### config.mk
export PLATFORM = sky130hd
export DESIGN_NAME = result_drain_flat
export DESIGN_NICKNAME = d
export VERILOG_FILES = /design/src/rtl/result_drain_pkg.sv /design/src/rtl/result_drain_if.sv /design/src/rtl/result_drain_skid_buf2.sv /design/src/rtl/result_drain.sv /design/src/flat_wrapper.sv
export SDC_FILE = /design/constraint.sdc
export NUM_CORES = 1
export LEC_CHECK = 0
export BUFFER_PORTS_ARGS = -buffer_cell sky130_fd_sc_hd__buf_2
export CAP_MARGIN = 0
export CORE_MARGIN = 2
export CORE_UTILIZATION = 50
export DETAILED_ROUTE_END_ITERATION = 6
export PLACE_DENSITY_LB_ADDON = 0.05
export SLEW_MARGIN = 20
export SYNTH_ARGS = -nofsm -noshare
export SYNTH_HDL_FRONTEND = slang
export SYNTH_SLANG_ARGS = --single-unit
export TNS_END_PERCENT = 5
### constraint.sdc
create_clock -name bus_clk -period 3.7 [get_ports bus_clk]
set_input_delay 0.925 -clock bus_clk [delete_from_list [all_inputs] [get_ports bus_clk]]
set_output_delay 0.925 -clock bus_clk [all_outputs]
set_load 0.005 [all_outputs]
### src/rtl/result_drain_pkg.sv
// Shared constants for the result drain: word width, header layout and FSM encoding.
// Also provides the header word builder used by the top.
package result_drain_pkg;

  localparam int          RD_DATA_WIDTH = 32;
  localparam logic [7:0]  RD_HDR_MAGIC  = 8'hC5;

  localparam logic [1:0]  ST_IDLE = 2'd0;
  localparam logic [1:0]  ST_HDR  = 2'd1;
  localparam logic [1:0]  ST_BODY = 2'd2;
  localparam logic [1:0]  ST_CSUM = 2'd3;

  localparam int          HDR_MAGIC_LSB = 24;
  localparam int          HDR_SEQ_LSB   = 16;
  localparam int          HDR_LEN_LSB   = 0;

  function automatic logic [31:0] make_header(input logic [7:0]  magic,
                                              input logic [7:0]  seq,
                                              input logic [15:0] len);
    logic [31:0] h;
    h = '0;
    h[HDR_MAGIC_LSB +: 8]  = magic;
    h[HDR_SEQ_LSB   +: 8]  = seq;
    h[HDR_LEN_LSB   +: 16] = len;
    return h;
  endfunction

endpackage

### src/rtl/result_drain_if.sv
// Source FIFO read port plus downstream write port of the result drain.
// master = drain side, slave = FIFO/downstream side.
interface result_drain_if
  import result_drain_pkg::*;
#(
  parameter int DATA_WIDTH = RD_DATA_WIDTH
);
  logic                  fifo_empty;
  logic                  fifo_rd_en;
  logic [DATA_WIDTH-1:0] fifo_dout;
  logic [DATA_WIDTH-1:0] out_data;
  logic                  out_wren;
  logic                  out_full;

  modport master (
    input  fifo_empty, fifo_dout, out_full,
    output fifo_rd_en, out_data, out_wren
  );

  modport slave (
    output fifo_empty, fifo_dout, out_full,
    input  fifo_rd_en, out_data, out_wren
  );
endinterface

### src/rtl/result_drain_skid_buf2.sv
// Two-entry FIFO-ordered push/pop buffer with occupancy output; push and pop may coincide.
module result_drain_skid_buf2 #(
  parameter int WIDTH = 32
) (
  input  logic             clk,
  input  logic             rst_n,
  input  logic             push,
  input  logic [WIDTH-1:0] push_data,
  input  logic             pop,
  output logic [WIDTH-1:0] head_data,
  output logic             head_valid,
  output logic [1:0]       occupancy
);

  logic [1:0][WIDTH-1:0] mem_q, mem_d;
  logic [1:0]            occ_q, occ_d, occ_pop;

  // Pop shifts entry 1 to the head; a push then lands in the first free slot.
  always_comb begin
    occ_pop = occ_q - {1'b0, pop};
    mem_d   = mem_q;
    if (pop)  mem_d[0] = mem_q[1];
    if (push) mem_d[occ_pop[0]] = push_data;
    occ_d   = occ_pop + {1'b0, push};
  end

  always_ff @(posedge clk or negedge rst_n) begin
    if (!rst_n) begin
      mem_q <= '0;
      occ_q <= '0;
    end else begin
      mem_q <= mem_d;
      occ_q <= occ_d;
    end
  end

  assign head_data  = mem_q[0];
  assign head_valid = (occ_q != 2'd0);
  assign occupancy  = occ_q;

endmodule

### src/rtl/result_drain.sv
// Drains the result FIFO into a downstream write port, framing FRAME_WORDS words behind a header.
// Define RESULT_DRAIN_CSUM_EN to append an XOR-of-body trailer word to every frame.
module result_drain
  import result_drain_pkg::*;
#(
  parameter int         DATA_WIDTH  = RD_DATA_WIDTH,
  parameter int         FRAME_WORDS = 8,
  parameter logic [7:0] HDR_MAGIC   = RD_HDR_MAGIC
) (
  input  logic           bus_clk,
  input  logic           user_r_read_32_open,
  result_drain_if.master bus,
  output logic [15:0]    frame_count,
  output logic           busy
);

  localparam logic [15:0] FW16 = 16'(FRAME_WORDS);

  logic [1:0]            state_q, state_d;
  logic [15:0]           issued_q, issued_d;
  logic                  inflight_q;
  logic [7:0]            seq_q, seq_d;
  logic [15:0]           fcnt_q, fcnt_d;
`ifdef RESULT_DRAIN_CSUM_EN
  logic [DATA_WIDTH-1:0] csum_q, csum_d;
`endif

  logic                  pop, push, room, rd_en, last_land, head_valid;
  logic [DATA_WIDTH-1:0] push_data, head_data;
  logic [1:0]            occ, occ_pop;

  assign pop          = head_valid & ~bus.out_full;
  assign bus.out_wren = pop;
  assign bus.out_data = head_data;

  // Space is judged after this cycle's pop and counting the read still in flight.
  assign occ_pop   = occ - {1'b0, pop};
  assign room      = (occ_pop + {1'b0, inflight_q}) < 2'd2;
  assign rd_en     = (state_q == ST_BODY) & ~bus.fifo_empty & (issued_q < FW16) & room;
  assign last_land = (state_q == ST_BODY) & inflight_q & (issued_q == FW16);
  assign bus.fifo_rd_en = rd_en;

  always_comb begin
    state_d   = state_q;
    issued_d  = issued_q;
    seq_d     = seq_q;
    fcnt_d    = fcnt_q;
    push      = inflight_q;
    push_data = bus.fifo_dout;
`ifdef RESULT_DRAIN_CSUM_EN
    csum_d    = csum_q;
`endif
    case (state_q)
      ST_IDLE: if (!bus.fifo_empty) state_d = ST_HDR;
      ST_HDR: begin
        if (room) begin
          push      = 1'b1;
          push_data = make_header(HDR_MAGIC, seq_q, FW16);
          issued_d  = '0;
`ifdef RESULT_DRAIN_CSUM_EN
          csum_d    = '0;
`endif
          state_d   = ST_BODY;
        end
      end
      ST_BODY: begin
        if (rd_en) issued_d = issued_q + 16'd1;
`ifdef RESULT_DRAIN_CSUM_EN
        if (inflight_q) csum_d = csum_q ^ bus.fifo_dout;
        if (last_land) state_d = ST_CSUM;
`else
        if (last_land) begin
          state_d = ST_IDLE;
          seq_d   = seq_q + 8'd1;
          fcnt_d  = fcnt_q + 16'd1;
        end
`endif
      end
`ifdef RESULT_DRAIN_CSUM_EN
      ST_CSUM: begin
        if (room) begin
          push      = 1'b1;
          push_data = csum_q;
          state_d   = ST_IDLE;
          seq_d     = seq_q + 8'd1;
          fcnt_d    = fcnt_q + 16'd1;
        end
      end
`endif
      default: state_d = ST_IDLE;
    endcase
  end

  always_ff @(posedge bus_clk or negedge user_r_read_32_open) begin
    if (!user_r_read_32_open) begin
      state_q    <= ST_IDLE;
      issued_q   <= '0;
      inflight_q <= 1'b0;
      seq_q      <= '0;
      fcnt_q     <= '0;
`ifdef RESULT_DRAIN_CSUM_EN
      csum_q     <= '0;
`endif
    end else begin
      state_q    <= state_d;
      issued_q   <= issued_d;
      inflight_q <= rd_en;
      seq_q      <= seq_d;
      fcnt_q     <= fcnt_d;
`ifdef RESULT_DRAIN_CSUM_EN
      csum_q     <= csum_d;
`endif
    end
  end

  result_drain_skid_buf2 #(
    .WIDTH(DATA_WIDTH)
  ) u_skid (
    .clk        (bus_clk),
    .rst_n      (user_r_read_32_open),
    .push       (push),
    .push_data  (push_data),
    .pop        (pop),
    .head_data  (head_data),
    .head_valid (head_valid),
    .occupancy  (occ)
  );

  assign frame_count = fcnt_q;
  assign busy        = (state_q != ST_IDLE) | (occ != 2'd0);

endmodule

### src/flat_wrapper.sv
// flat-port wrapper written by rule: the top's interface ports become plain ports
module result_drain_flat import result_drain_pkg::*;
#(
  parameter int         DATA_WIDTH  = RD_DATA_WIDTH,
  parameter int         FRAME_WORDS = 8,
  parameter logic [7:0] HDR_MAGIC   = RD_HDR_MAGIC
)
  (bus_clk, user_r_read_32_open, frame_count, busy, bus_fifo_empty, bus_fifo_dout, bus_out_full, bus_fifo_rd_en, bus_out_data, bus_out_wren);
  result_drain_if #(.DATA_WIDTH(DATA_WIDTH)) bus_i ();
  input  logic bus_clk;
  input  logic user_r_read_32_open;
  output logic [15:0] frame_count;
  output logic busy;
  input wire logic [$bits(bus_i.fifo_empty)-1:0] bus_fifo_empty;
  input wire logic [$bits(bus_i.fifo_dout)-1:0] bus_fifo_dout;
  input wire logic [$bits(bus_i.out_full)-1:0] bus_out_full;
  output wire logic [$bits(bus_i.fifo_rd_en)-1:0] bus_fifo_rd_en;
  output wire logic [$bits(bus_i.out_data)-1:0] bus_out_data;
  output wire logic [$bits(bus_i.out_wren)-1:0] bus_out_wren;
  assign bus_i.fifo_empty = bus_fifo_empty;
  assign bus_i.fifo_dout = bus_fifo_dout;
  assign bus_i.out_full = bus_out_full;
  assign bus_fifo_rd_en = bus_i.fifo_rd_en;
  assign bus_out_data = bus_i.out_data;
  assign bus_out_wren = bus_i.out_wren;
  result_drain #(.DATA_WIDTH(DATA_WIDTH), .FRAME_WORDS(FRAME_WORDS), .HDR_MAGIC(HDR_MAGIC)) u_core (.bus_clk(bus_clk), .user_r_read_32_open(user_r_read_32_open), .bus(bus_i), .frame_count(frame_count), .busy(busy));
endmodule
# Yosys cells after proc, flatten, opt, wreduce, memory -nomap -nowiden
# Cells that the tools add are included.
totals:
  regBits: 109
  input_bits: 36
  out_inout_bits: 51
op_classes:
  addsub: 6
  magnitude_cmp: 4
  n_eq_ne: 7
  muxes: 16
  bitwise_logic: 9
  n_reduce_logical: 8
op_table:
  columns: ["cell", "count"]
  rows:
  - ["32-bit two-way mux", 5]
  - ["64-bit bitwise mux", 1]
  - ["16-bit by 1-bit adder with 16-bit output, second input constant", 2]
  - ["32-bit demux with 1-bit select", 1]
  - ["16-bit two-way mux", 2]
  - ["16-bit one-hot mux with 2 select lines", 1]
  - ["16-bit by 4-bit equality test with 1-bit output, second input constant", 1]
  - ["16-bit by 4-bit < comparator with 1-bit output, second input constant", 1]
  - ["8-bit by 1-bit adder with 8-bit output, second input constant", 1]
  - ["1-bit AND", 6]
  - ["2-bit two-way mux", 3]
  - ["2-bit by 1-bit != test with 1-bit output, second input constant", 3]
  - ["2-bit one-hot mux with 3 select lines", 1]
  - ["3-bit AND reduction", 2]
  - ["2-bit nonzero test", 3]
  - ["2-bit by 1-bit adder with 2-bit output", 2]
  - ["2-bit by 1-bit equality test with 1-bit output, second input constant", 1]
  - ["2-bit equality test, second input constant", 1]
  - ["2-bit zero test", 1]
  - ["1-bit by 2-bit < comparator with 1-bit output, second input constant", 1]
  - ["2-bit < comparator, second input constant", 1]
  - ["1-bit two-way mux", 2]
  - ["2-bit != test, second input constant", 1]
  - ["1-bit inverter", 2]
  - ["other kinds (5)", 5]

# Longest topological paths before layout
logic_depth:
  depth_word: 9
  depth_mapped: 13

# Hierarchy
# A second synthesis with hierarchy kept.
hier_totals:
  cells_unflattened: 468
  area_unflattened_um2: 5567.8
modules_own_cells:
  columns: ["module", "n_inst", "cells_per_inst", "area_each_um2"]
  rows:
  - ["result_drain_skid_buf2", 1, 253, 3278.1]
  - ["result_drain", 1, 215, 2289.7]

# Least setup slack after synthesis
# No wires, ideal clock.
synth_path:
  kind: "input to output"
  from: "input port bus_out_full"
  to: "output port bus_fifo_rd_en"
  t_arrival_ns: 2.643
  required_ns: 2.775
  path_slack_ns: 0.132
  cell_stages: 8
  cell_sequence: "or2_2 -> clkbuf_1 -> buf_2 -> inv_1 -> ha_1 -> nor2b_1 -> xnor2_1 -> nor4_1"
synth_between:
  elab_chain_cells: 6
synth_lines:
  columns: ["item", "line", "source"]
  rows:
  - ["start: declaration", "flat_wrapper.sv:16", "input wire logic [$bits(bus_i.out_full)-1:0] bus_out_full;"]
  - ["1-bit inverter", "result_drain.sv:32", "assign pop = head_valid & ~bus.out_full;"]
  - ["1-bit AND", "result_drain.sv:32", null]
  - ["net bus_out_wren", "flat_wrapper.sv:19", "output wire logic [$bits(bus_i.out_wren)-1:0] bus_out_wren;"]
  - ["2-bit by 1-bit subtractor with 2-bit output", "result_drain.sv:37", "assign occ_pop = occ - {1'b0, pop};"]
  - ["2-bit by 1-bit adder with 2-bit output", "result_drain.sv:38", "assign room = (occ_pop + {1'b0, inflight_q}) < 2'd2;"]
  - ["2-bit < comparator", "result_drain.sv:38", null]
  - ["1-bit AND", "result_drain.sv:39", "assign rd_en = (state_q == ST_BODY) & ~bus.fifo_empty & (issued_q < FW16) & room;"]
  - ["end: declaration", "flat_wrapper.sv:17", "output wire logic [$bits(bus_i.fifo_rd_en)-1:0] bus_fifo_rd_en;"]
# The timed path passes the listed nets, and every way through them passes these cells.

# Worst setup path in the final report
layout_path:
  from: "input port bus_out_full"
  to: "output port bus_fifo_rd_en"
layout_between:
  elab_chain_cells: 6
layout_lines:
  columns: ["item", "line"]
  rows:
  - ["1-bit inverter", "result_drain.sv:32"]
  - ["1-bit AND", "result_drain.sv:32"]
  - ["2-bit by 1-bit subtractor with 2-bit output", "result_drain.sv:37"]
  - ["2-bit by 1-bit adder with 2-bit output", "result_drain.sv:38"]
  - ["2-bit < comparator", "result_drain.sv:38"]
  - ["1-bit AND", "result_drain.sv:39"]
# Every way passes these cells.

==> results <==
- The run finished with clean final reports.
- The growth of design area from synthesis to finish is 10.2%.
- The number of distinct library cells after synthesis is 47.
- In the finished design, the share of the clock period the worst path needs comes to 0.941.
- Counting flops with a built-in enable in the synthesized netlist gives 0.
- The worst vdd rail ir drop is 0.000326 V.
- The register bit count reported by yosys is 109.
- The reg2reg setup slack is 0.92 ns.
- For hold timing, the worst endpoint is u_core.seq_q[7].
- Leaving out fill and tap cells, the most frequent cell in the layout is sky130_fd_sc_hd__dfrtp_1.
- The die is 106 um tall.
- The root cell of the clock tree is sky130_fd_sc_hd__clkbuf_8.
- The number of clock buffers added by TritonCTS is 9.
- In the post-synthesis netlist, the biggest area contributors are sky130_fd_sc_hd__dfrtp_1 (53%), sky130_fd_sc_hd__a21oi_1 (6.9%), sky130_fd_sc_hd__buf_4 (4.7%).
- The share of synthesized area in the top cell type comes to 0.528.
- The die outline width is 106 um.
- Between clock sinks in the finished design, the worst skew comes to 0.0157 ns.
- Measured against the total synthesized area, the mux share comes to 0.0392.
- The routability congestion estimate is 0.772.
- For the pin with the worst max-slew slack, the measured transition is 0.897 ns.
- After global routing the overflow that remains totals 0.
- The element type at the critical path end is an output port.
- Entering global routing, the biggest net connects 52 pins.
- The DRC violation count after routing is 0.
- The starting utilization of the core area is 0.507.
- For this design the ratio of total power to cell area is 726 mW/mm^2.
- The diode insertion count for antenna repair is 0.
- For this run, the total global-route usage over all layers was measured as 0.188.
- The die covers 0.0112 sq mm.
- The placed cell area is 0.00552 sq mm.
- The floorplan has 37 rows.
- The setup TNS is 0 ns.
- The count of max-cap constraint violations is 0.
- The post-CTS resize count is 0.
- The core region is 0.0102 sq mm.
- Leaving out fill and tap cells, the most frequent cells in the layout are sky130_fd_sc_hd__dfrtp_1 (109), sky130_fd_sc_hd__buf_2 (85), sky130_fd_sc_hd__a21oi_1 (71).
- After synthesis, the largest family of logic cells by area is simple AND/OR/NAND/NOR gates.
- The startpoint of the most critical register-to-register path is u_core.u_skid.occupancy[1].
- The arrival time reported for the critical path endpoint is 2.56 ns.
- The share of layout cells above drive strength 1 is 0.243.
- Walking the worst path, the cells encountered are buf_2 -> or2_2 -> inv_1 -> ha_1 -> nor2b_1 -> xnor2_1 -> nor4_1 -> buf_2.
- After clock tree synthesis, the flow added hold-fix buffers numbering 0.
- The CTS clock-pin slew for the worst setup and hold paths is 0.10 ns.
- Among all flip-flop cells after synthesis, the most frequent one is sky130_fd_sc_hd__dfrtp_1.
- The cell type with the highest occurrence count on the critical path is sky130_fd_sc_hd__buf_2.
- The complex-gate fraction of the synthesized area is 0.117.
- Using the TritonRoute via totals, the vias-per-cell ratio works out to 5.19.
- The worst hold slack is 0.473 ns.
- The number of antenna violations at the first check in global routing came to 0.
- In this run the post-CTS setup repair buffer count came out at 0.
- The category of the critical setup timing path is input port to output port.
- The startpoint identified for the worst hold timing path is u_core.seq_q[7].
- The synthesized cell area is 0.00517 sq mm.
- The endpoint of the lowest-slack register-to-register path is u_core.u_skid.head_data[29].
- In this run the number of H-tree levels came out at 3.
- A synthesized cell averages 9.99 sq um.
- The setup-violating endpoint count in the final report is 0.
- The worst setup path is launched from an input port.
- Setup repair after global routing left no endpoint under its margin.
- The via count of the first global-routing pass is 3560.
- The top achievable clock speed is 287 MHz.
- The xor/xnor share of the synthesized area is 0.0470.
- The required time at the endpoint of the critical path is 2.77 ns.
- The tightest min-delay check is of the flip-flop to flip-flop type.
- The count of pins on the block boundary is 87.
- The number of design-rule violations left by the first detailed-router iteration is 233.
- In this run the static leakage power is 0.00280 uW.
- Across all layers, the routed design uses 3671 vias.
- The finished cells cover 0.00569 sq mm.
- The clock period minus final worst setup slack is 3.48 ns.
- Counting every sink on the clock net gives 109.
- The clock tree from TritonCTS is built.
- The max-slew headroom at the worst pin is 0.397.
- The clock passes through at most 2 buffers.
- The number of pins exceeding their max-slew limit in the final report is 0.
- The cell depth of the worst min-delay path is 1.
- The worst register-to-register path has a depth of 10.
- When the netlist entered floorplanning its net count stood at 564.
- The final wirelength is 10200 um.
- Detailed placement ended at an HPWL of 6920 um.
- The count of endpoints failing hold in the final timing report was 0.
- The count of nets left with antenna violations after detail routing is 0.
- The slowest library cell on the worst path is sky130_fd_sc_hd__nor4_1.
- Port buffering added 86 buffers.
- The post-synthesis share of cell area spent on full adders, half adders and majority gates is 0.0266.
- In this design, the stage delay of the slowest critical-path cell is 0.35 ns.
- The mean routed wirelength per cell is 14.4 um.
- The critical-path maximum fanout is 3.
- Yosys printed 0 warnings.
- The detailed-router iteration count before antenna repair is 4.
- sky130_fd_sc_hd__dfrtp_1 takes more of the synthesized area than any other cell.
- The proportion of register bits with asynchronous set or reset after synthesis is 1.00.
- Of the synthesized area, sequential elements account for 0.528.
- The simple-gate portion of the synthesized area is 0.152.
- The worst-skew pair later-pin latency is 0.36 ns.
- After technology mapping, the gate count stands at 517.
- For this run, the post-layout net count is 614.
- The first-pass GRT wire length is 16900 um.
[per-stage QoR]
step	total power (uW)	worst slack (ns)	cells	util
2_1_floorplan	3160	0.132	517	-
3_3_place_gp	3440	0.192	692	0.542
3_5_place_dp	3500	0.187	692	0.542
4_1_cts	4180	0.184	708	0.559
5_1_grt	4490	0.0843	708	0.559
6_report	4130	0.217	708	0.559
[state kept, by name, summed over array words and instances, names as in the netlist]
register / flops
u_core.issued_q: 16
u_core.u_skid.mem_q: 32
u_core.frame_count: 16
u_core.seq_q: 8
u_core.state_q: 2
u_core.u_skid.occupancy: 2
u_core.u_skid.head_data: 32
u_core.inflight_q: 1
[final cells by class]
cell class              instances  area [sq um]
multi-input cells             319          1980
inverters                      31           116
clock inverters                 6          46.3
fillers                       919          4490
clock buffers                  10           128
flip-flops and latches        109          2730
well taps                     136           170
repair buffers                 97           528
[cell usage after synthesis, drive strengths merged (10+ instances only)]
cell    count
dfrtp     109
a21oi      71
nor2       48
buf        39
inv        31
nand2      31
o21ai      31
nand3      23
clkbuf     19
xnor2      17
nor2b      14
ha         11
mux2       10
[report_power, final]
group	switching (uW)	internal, uW	total (uW)	leakage [uW]
sequential	169	1580	1750	0.00139
combinational	1030	684	1710	0.00133
clock	416	252	668	0.0000886
[worst max-delay path, delay by kind of cell]
family | cells | cell delay [ns]
xor+xnor | 1 | 0.13
fa+ha+maj | 1 | 0.27
buf+inv | 3 | 0.38
simple gates | 3 | 0.86
[metal layers]
metal  global-route usage  part of all wire  vias to the layer above
li1                     -                 -                     1808
met4               0.0602             0.012                        0
met5                    0                 0                        -
met1                0.258              0.48                     1771
met3               0.0309             0.042                       11
met2                0.306              0.47                       81
[worst max-delay path by stage]
stage | from | endpoint | slack, ns | depth (start not counted)
after floorplan | bus_out_full | bus_fifo_rd_en | 0.13 | 8
after global placement | bus_out_full | bus_fifo_rd_en | 0.19 | 8
after detailed placement | bus_out_full | bus_fifo_rd_en | 0.19 | 8
after CTS | bus_out_full | bus_fifo_rd_en | 0.18 | 8
after global routing | bus_out_full | bus_fifo_rd_en | 0.08 | 8
final | bus_out_full | bus_fifo_rd_en | 0.22 | 8
[kinds of logic after synthesis]
kind of cell / count (synthesis)
mux: 19
xor+xnor: 26
compound gates: 115
buf+inv: 89
simple gates: 148
fa+ha+maj: 11
flops: 109
Power figures use the tool's default switching activity.
